<file path="config.mk">
export PLATFORM = sky130hd
export DESIGN_NAME = pic_program_sequencer_flat
export DESIGN_NICKNAME = d
export VERILOG_FILES = /design/src/rtl/pic_program_sequencer_if.sv /design/src/rtl/pic_program_sequencer.sv /design/src/flat_wrapper.sv
export SDC_FILE = /design/constraint.sdc
export NUM_CORES = 1
export LEC_CHECK = 0
export CAP_MARGIN = 20
export CORE_UTILIZATION = 52
export DETAILED_ROUTE_END_ITERATION = 7
export PLACE_DENSITY = 0.85
export SLEW_MARGIN = 20
export SYNTH_ARGS = -nofsm -noshare
export SYNTH_HDL_FRONTEND = slang
export SYNTH_SLANG_ARGS = --single-unit
</file>
<file path="constraint.sdc">
create_clock -name clock -period 3.2 [get_ports clock]
set_input_delay 0.64 -clock clock [delete_from_list [all_inputs] [get_ports clock]]
set_output_delay 0.64 -clock clock [all_outputs]
set_load 0.02 [all_outputs]
</file>
<file path="src/rtl/pic_program_sequencer_if.sv">
// rtl/pic_program_sequencer_if.sv - 8259A CPU-side write bus driven by the programming sequencer
interface pic_program_sequencer_if;
    logic       chip_select_n;
    logic       write_enable_n;
    logic       address;
    logic [7:0] data_bus_out;
    logic       data_bus_out_en;

    modport master (
        output chip_select_n,
        output write_enable_n,
        output address,
        output data_bus_out,
        output data_bus_out_en
    );

    modport slave (
        input chip_select_n,
        input write_enable_n,
        input address,
        input data_bus_out,
        input data_bus_out_en
    );
endinterface

</file>
<file path="src/rtl/pic_program_sequencer.sv">
// rtl/pic_program_sequencer.sv - issues ICW1..ICW4/OCW1 (plus OCW3 under PIC_SEQ_OCW3_EN) writes to an 8259A
module pic_program_sequencer #(
    parameter int WR_PULSE = 2
) (
    input  logic       clock,
    input  logic       reset,
    input  logic       start,
    input  logic [7:0] icw1,
    input  logic [7:0] icw2,
    input  logic [7:0] icw3,
    input  logic [7:0] icw4,
    input  logic [7:0] ocw1,
    input  logic [7:0] ocw3,
    pic_program_sequencer_if.master bus,
    output logic       busy,
    output logic       done
);
    localparam int WP = (WR_PULSE < 1) ? 1 : WR_PULSE;
    localparam int CW = $clog2(WP + 1);

    typedef enum logic [2:0] {IDLE, SETUP, STROBE, HOLD, FINISH} state_t;
    typedef enum logic [2:0] {S_ICW1, S_ICW2, S_ICW3, S_ICW4, S_OCW1, S_OCW3} step_t;

    state_t        state, state_next;
    step_t         step, step_next, step_after;
    logic [CW-1:0] cnt, cnt_next;
    logic          load, last_step;
    logic [7:0]    icw1_q, icw2_q, icw3_q, icw4_q, ocw1_q;
    logic          step_a0;
    logic [7:0]    step_data;
    logic          cs_n, we_n, drive;

`ifdef PIC_SEQ_OCW3_EN
    logic [7:0]    ocw3_q;
`else
    logic          unused_ocw3;
    assign unused_ocw3 = ^ocw3;
`endif

    always_ff @(posedge clock or posedge reset) begin
        if (reset) begin
            state  <= IDLE;
            step   <= S_ICW1;
            cnt    <= '0;
            icw1_q <= 8'h00;
            icw2_q <= 8'h00;
            icw3_q <= 8'h00;
            icw4_q <= 8'h00;
            ocw1_q <= 8'h00;
`ifdef PIC_SEQ_OCW3_EN
            ocw3_q <= 8'h00;
`endif
        end else begin
            state <= state_next;
            step  <= step_next;
            cnt   <= cnt_next;
            if (load) begin
                icw1_q <= icw1;
                icw2_q <= icw2;
                icw3_q <= icw3;
                icw4_q <= icw4;
                ocw1_q <= ocw1;
`ifdef PIC_SEQ_OCW3_EN
                ocw3_q <= ocw3;
`endif
            end
        end
    end

    // Skip decisions use the latched ICW1: bit1 = SNGL (no ICW3), bit0 = IC4 (ICW4 needed).
    always_comb begin
        step_after = S_OCW1;
        case (step)
            S_ICW1:  step_after = S_ICW2;
            S_ICW2:  step_after = !icw1_q[1] ? S_ICW3 : (icw1_q[0] ? S_ICW4 : S_OCW1);
            S_ICW3:  step_after = icw1_q[0] ? S_ICW4 : S_OCW1;
            S_ICW4:  step_after = S_OCW1;
`ifdef PIC_SEQ_OCW3_EN
            S_OCW1:  step_after = S_OCW3;
`endif
            default: step_after = S_OCW1;
        endcase
    end

`ifdef PIC_SEQ_OCW3_EN
    assign last_step = (step == S_OCW3);
`else
    assign last_step = (step == S_OCW1);
`endif

    always_comb begin
        step_a0   = 1'b1;
        step_data = 8'h00;
        case (step)
            S_ICW1: begin step_a0 = 1'b0; step_data = icw1_q | 8'h10; end
            S_ICW2: step_data = icw2_q;
            S_ICW3: step_data = icw3_q;
            S_ICW4: step_data = icw4_q;
            S_OCW1: step_data = ocw1_q;
`ifdef PIC_SEQ_OCW3_EN
            S_OCW3: begin step_a0 = 1'b0; step_data = (ocw3_q & 8'h67) | 8'h08; end
`endif
            default: step_data = 8'h00;
        endcase
    end

    always_comb begin
        state_next = state;
        step_next  = step;
        cnt_next   = cnt;
        load       = 1'b0;
        case (state)
            IDLE: begin
                if (start) begin
                    state_next = SETUP;
                    step_next  = S_ICW1;
                    load       = 1'b1;
                end
            end
            SETUP: begin
                state_next = STROBE;
                cnt_next   = CW'(WP);
            end
            STROBE: begin
                if (cnt == CW'(1)) state_next = HOLD;
                else               cnt_next   = cnt - CW'(1);
            end
            HOLD: begin
                if (last_step) begin
                    state_next = FINISH;
                end else begin
                    state_next = SETUP;
                    step_next  = step_after;
                end
            end
            FINISH:  state_next = IDLE;
            default: state_next = IDLE;
        endcase
    end

    // Chip select and data stay asserted from SETUP through HOLD, so back-to-back writes keep CS low.
    assign drive = (state == SETUP) || (state == STROBE) || (state == HOLD);
    assign cs_n  = !drive;
    assign we_n  = (state != STROBE);

    assign bus.chip_select_n   = cs_n;
    assign bus.write_enable_n  = we_n;
    assign bus.address         = drive ? step_a0 : 1'b0;
    assign bus.data_bus_out    = drive ? step_data : 8'h00;
    assign bus.data_bus_out_en = drive;
    assign busy                = drive;
    assign done                = (state == FINISH);
endmodule

</file>
<file path="src/flat_wrapper.sv">
// flat-port wrapper written by rule: the top's interface ports become plain ports
module pic_program_sequencer_flat 
#(
    parameter int WR_PULSE = 2
)
  (clock, reset, start, icw1, icw2, icw3, icw4, ocw1, ocw3, busy, done, bus_chip_select_n, bus_write_enable_n, bus_address, bus_data_bus_out, bus_data_bus_out_en);
  pic_program_sequencer_if bus_i ();
  input  logic clock;
  input  logic reset;
  input  logic start;
  input  logic [7:0] icw1;
  input  logic [7:0] icw2;
  input  logic [7:0] icw3;
  input  logic [7:0] icw4;
  input  logic [7:0] ocw1;
  input  logic [7:0] ocw3;
  output logic busy;
  output logic done;
  output wire logic [$bits(bus_i.chip_select_n)-1:0] bus_chip_select_n;
  output wire logic [$bits(bus_i.write_enable_n)-1:0] bus_write_enable_n;
  output wire logic [$bits(bus_i.address)-1:0] bus_address;
  output wire logic [$bits(bus_i.data_bus_out)-1:0] bus_data_bus_out;
  output wire logic [$bits(bus_i.data_bus_out_en)-1:0] bus_data_bus_out_en;
  assign bus_chip_select_n = bus_i.chip_select_n;
  assign bus_write_enable_n = bus_i.write_enable_n;
  assign bus_address = bus_i.address;
  assign bus_data_bus_out = bus_i.data_bus_out;
  assign bus_data_bus_out_en = bus_i.data_bus_out_en;
  pic_program_sequencer #(.WR_PULSE(WR_PULSE)) u_core (.clock(clock), .reset(reset), .start(start), .icw1(icw1), .icw2(icw2), .icw3(icw3), .icw4(icw4), .ocw1(ocw1), .ocw3(ocw3), .bus(bus_i), .busy(busy), .done(done));
endmodule
</file>
==> metrics <==
Antenna Cells=0; CP bufs+invs=2; RSZ-0062 raised after global routing=no; share of cells above drive strength 1=about 25%; Slew Viols, Final=0; Critical Path Stages=5; RR Endpoint=u_core.icw2_q[3]; worst-path fanout max=12; gr usage total=approximately 22%; final cell utilization of the core=slightly below 70%; worst-path cell chain=inv_1 > and3_1 > a22oi_1 > a21oi_1 > clkdlybuf4s50_1; Pwr per Cell Area=roughly 1000 nW/µm²; DP HPWL=approximately 3400 µm; Finished Layout Cells=slightly below 300; core area=4474 µm²; clk_skew=0.006659 ns; Post-DP Area=approximately 3000 µm²; Final min period=between 3 and 4 ns; Synth Area in Adders=less than 1%; Finish-stage setup viols=0; Synth Area in Compound Gates=under 10%; status=completed; EDFF count, synth=0; Reg-to-Reg Start=u_core.state[0]; Worst-Margin Slew=between 0.9 and 1 ns; Final Hold Viols=0; grt met3 use=about 4.4%; CP Capture Type=output port; final wirelength=between 4000 and 5000 µm; drt wl/cell=between 15 and 20 µm; clk_lat worst skew=~0.3 ns; fmax=between 0.3 and 0.4 GHz; post-synthesis net count=240; CP Data Arrival Time=roughly 2.4 ns; initial antenna violation count=0; hold slack=0.5110 ns; synthesized cell area=2476 µm²; cells on worst reg2reg path=5; largest net degree at the start of global routing=between 40 and 50; simple-gate share of the synthesized area=9.449%; Clock transition at path regs=roughly 0.08 ns; Pleak=1.354 nW; CTS tree=done; Post-Synth XOR/XNOR Area=0.3537%; die area=slightly above 5000 µm²; post-route cell area=between 3000 and 4000 µm²; Top FF cell, synth=dfrtp_1; Mean Syn Cell Area=about 13 µm²; critical path class=reg -> out; Post-CTS Setup Bufs=0; maxcap violations=0; GR Layer Usage met1=just under 30%; Setup TNS=0 ns; largest family of logic cells by synthesized area=multiplexers; Remaining Overflow, GRT=0; FF+latch count, synth=47; post-synthesis sequential area ratio=approximately 47%; drt drc=0; Root Driver=clkbuf_8; Die Y=between 70 and 80 µm; Setup WS pre-CTS=around 0.38 ns; crit path from=u_core.step[0]; RD Place Congestion=0.7996; cts repair resizes=0; Setup WS post-layout=roughly 0.12 ns; Pre-antenna DRT Iters=6; initial core utilization=a little under three fifths; peak supply drop=between 400 and 500 µV; Startpoint Class=flop; nets=296; clk sinks=47; hold_buf cts=0; Placed Cells=~290; vias per std cell=5.527; Hold Path Class=reg -> reg; I/O pin count=between 60 and 70; Slowest-stage cell, CP=clkdlybuf4s50_1; post-synthesis mux area share=between 20% and 30%; Initial DRC Count=approximately 130; Pwr Total=between 3 and 4 mW; Fillers=311; worst setup path end=bus_data_bus_out[0]; H-tree depth=2; CP peak stage delay=0.64 ns; Port Buf Inserts=55; Reg2Reg Setup Slack=1.32 ns; via count=about 1,600; Syn Inst Count=between 150 and 200; crit-path leading delay family=buffers and inverters; P&R area growth vs syn=25.37%; fin crit share=between 90% and 100%; GR Util met2=between 30% and 40%; Slew HR=between 30% and 40%; # rows=24; Worst EP required=approximately 2.6 ns; Die X=around 71 µm; Bufs on Longest Clock Path=2; Ys Warns=0; first-pass GRT wire length=around 8200 µm; cts bufs inserted=5; GRT Max-Usage Layer=met2; Post-DRT Antenna Nets=0; Unique masters post-synth=41; asr flop ratio synth=100.0%; vias in the first global route=around 1,700
-- cell families after synthesis --
| group | Yosys count |
|---|---|
| DFF | 47 |
| xor gates and xnor gates | 1 |
| muxes | 47 |
| and+or+nand+nor | 38 |
| AOI/OAI and AO/OA | 37 |
| buffers and inverters | 17 |
| adders and majority gates | 1 |
-- flip-flops by register name, summed over array words and instances, names as in the netlist --
name / count
u_core.icw1_q: 7
u_core.icw3_q: 8
u_core.state: 3
u_core.icw2_q: 8
u_core.step: 3
u_core.ocw1_q: 8
u_core.cnt: 2
u_core.icw4_q: 8
-- per-layer routing --
layer	routed length, µm	part of all wire [%]	vias up
li1	-	-	777
met1	2204	45	793
met2	2349	48	54
met3	199	4.1	12
met4	129	2.6	0
met5	0	0	-
-- power by group --
part	switching [mW]	leakage [nW]	internal (mW)
Clock	0.192	0.0470	0.170
Combinational	0.723	0.747	0.955
Sequential	0.257	0.559	0.889
Total	1.17	1.35	2.01
-- synthesized netlist by cell type, types with 2 or more instances --
cell      instances  area, µm²
inv_1             5      18.77
a21oi_1          19      95.09
buf_12            4      80.08
mux2i_1           8      80.08
nand2_1           4      15.01
mux2_4           38      570.6
and3_1            2      12.51
nor2_1           13      48.80
inv_2             2      7.510
a22oi_1           6      45.04
buf_6             3      33.78
o21ai_0           3      15.01
dfrtp_1          47       1176
nor3_1            2      10.01
nand3_1           3      15.01
nand2b_1          4      25.02
-- how the worst min path moves through the flow --
stage	slack, ns	cells after the start	to	from
2_1_floorplan	0.46	1	u_core.cnt[1]	u_core.cnt[1]
3_3_place_gp	0.47	1	u_core.cnt[1]	u_core.cnt[1]
3_5_place_dp	0.49	1	u_core.icw2_q[7]	u_core.icw2_q[7]
4_1_cts	0.52	1	u_core.ocw1_q[0]	u_core.ocw1_q[0]
5_1_grt	0.53	1	u_core.icw4_q[1]	u_core.icw4_q[1]
6_report	0.51	1	u_core.cnt[1]	u_core.cnt[1]
-- cells in the final DEF, fill, tap and decap left out, drive strengths merged, types with 2 or more instances in the layout --
master,instances
clkbuf,6
mux2,39
a22oi,6
a21oi,19
buf,4
dfrtp,47
nand3,3
and3,2
mux2i,8
nor2,16
nand2,5
o21ai,4
nor3,4
clkdlybuf4s50,55
nand2b,4
inv,7
-- cell type report --
type,count,area [µm²],share of cell area (%)
Multi-Input combinational cell,124,1144,36.84
Tap cell,52,65.06,2.096
Timing Repair Buffer,59,605.6,19.51
Clock inverter,1,5.005,0.1612
Inverter,7,26.28,0.8464
Sequential cell,47,1176,37.89
Clock buffer,6,82.58,2.660
No activity file was read; power rests on OpenSTA's default activity.
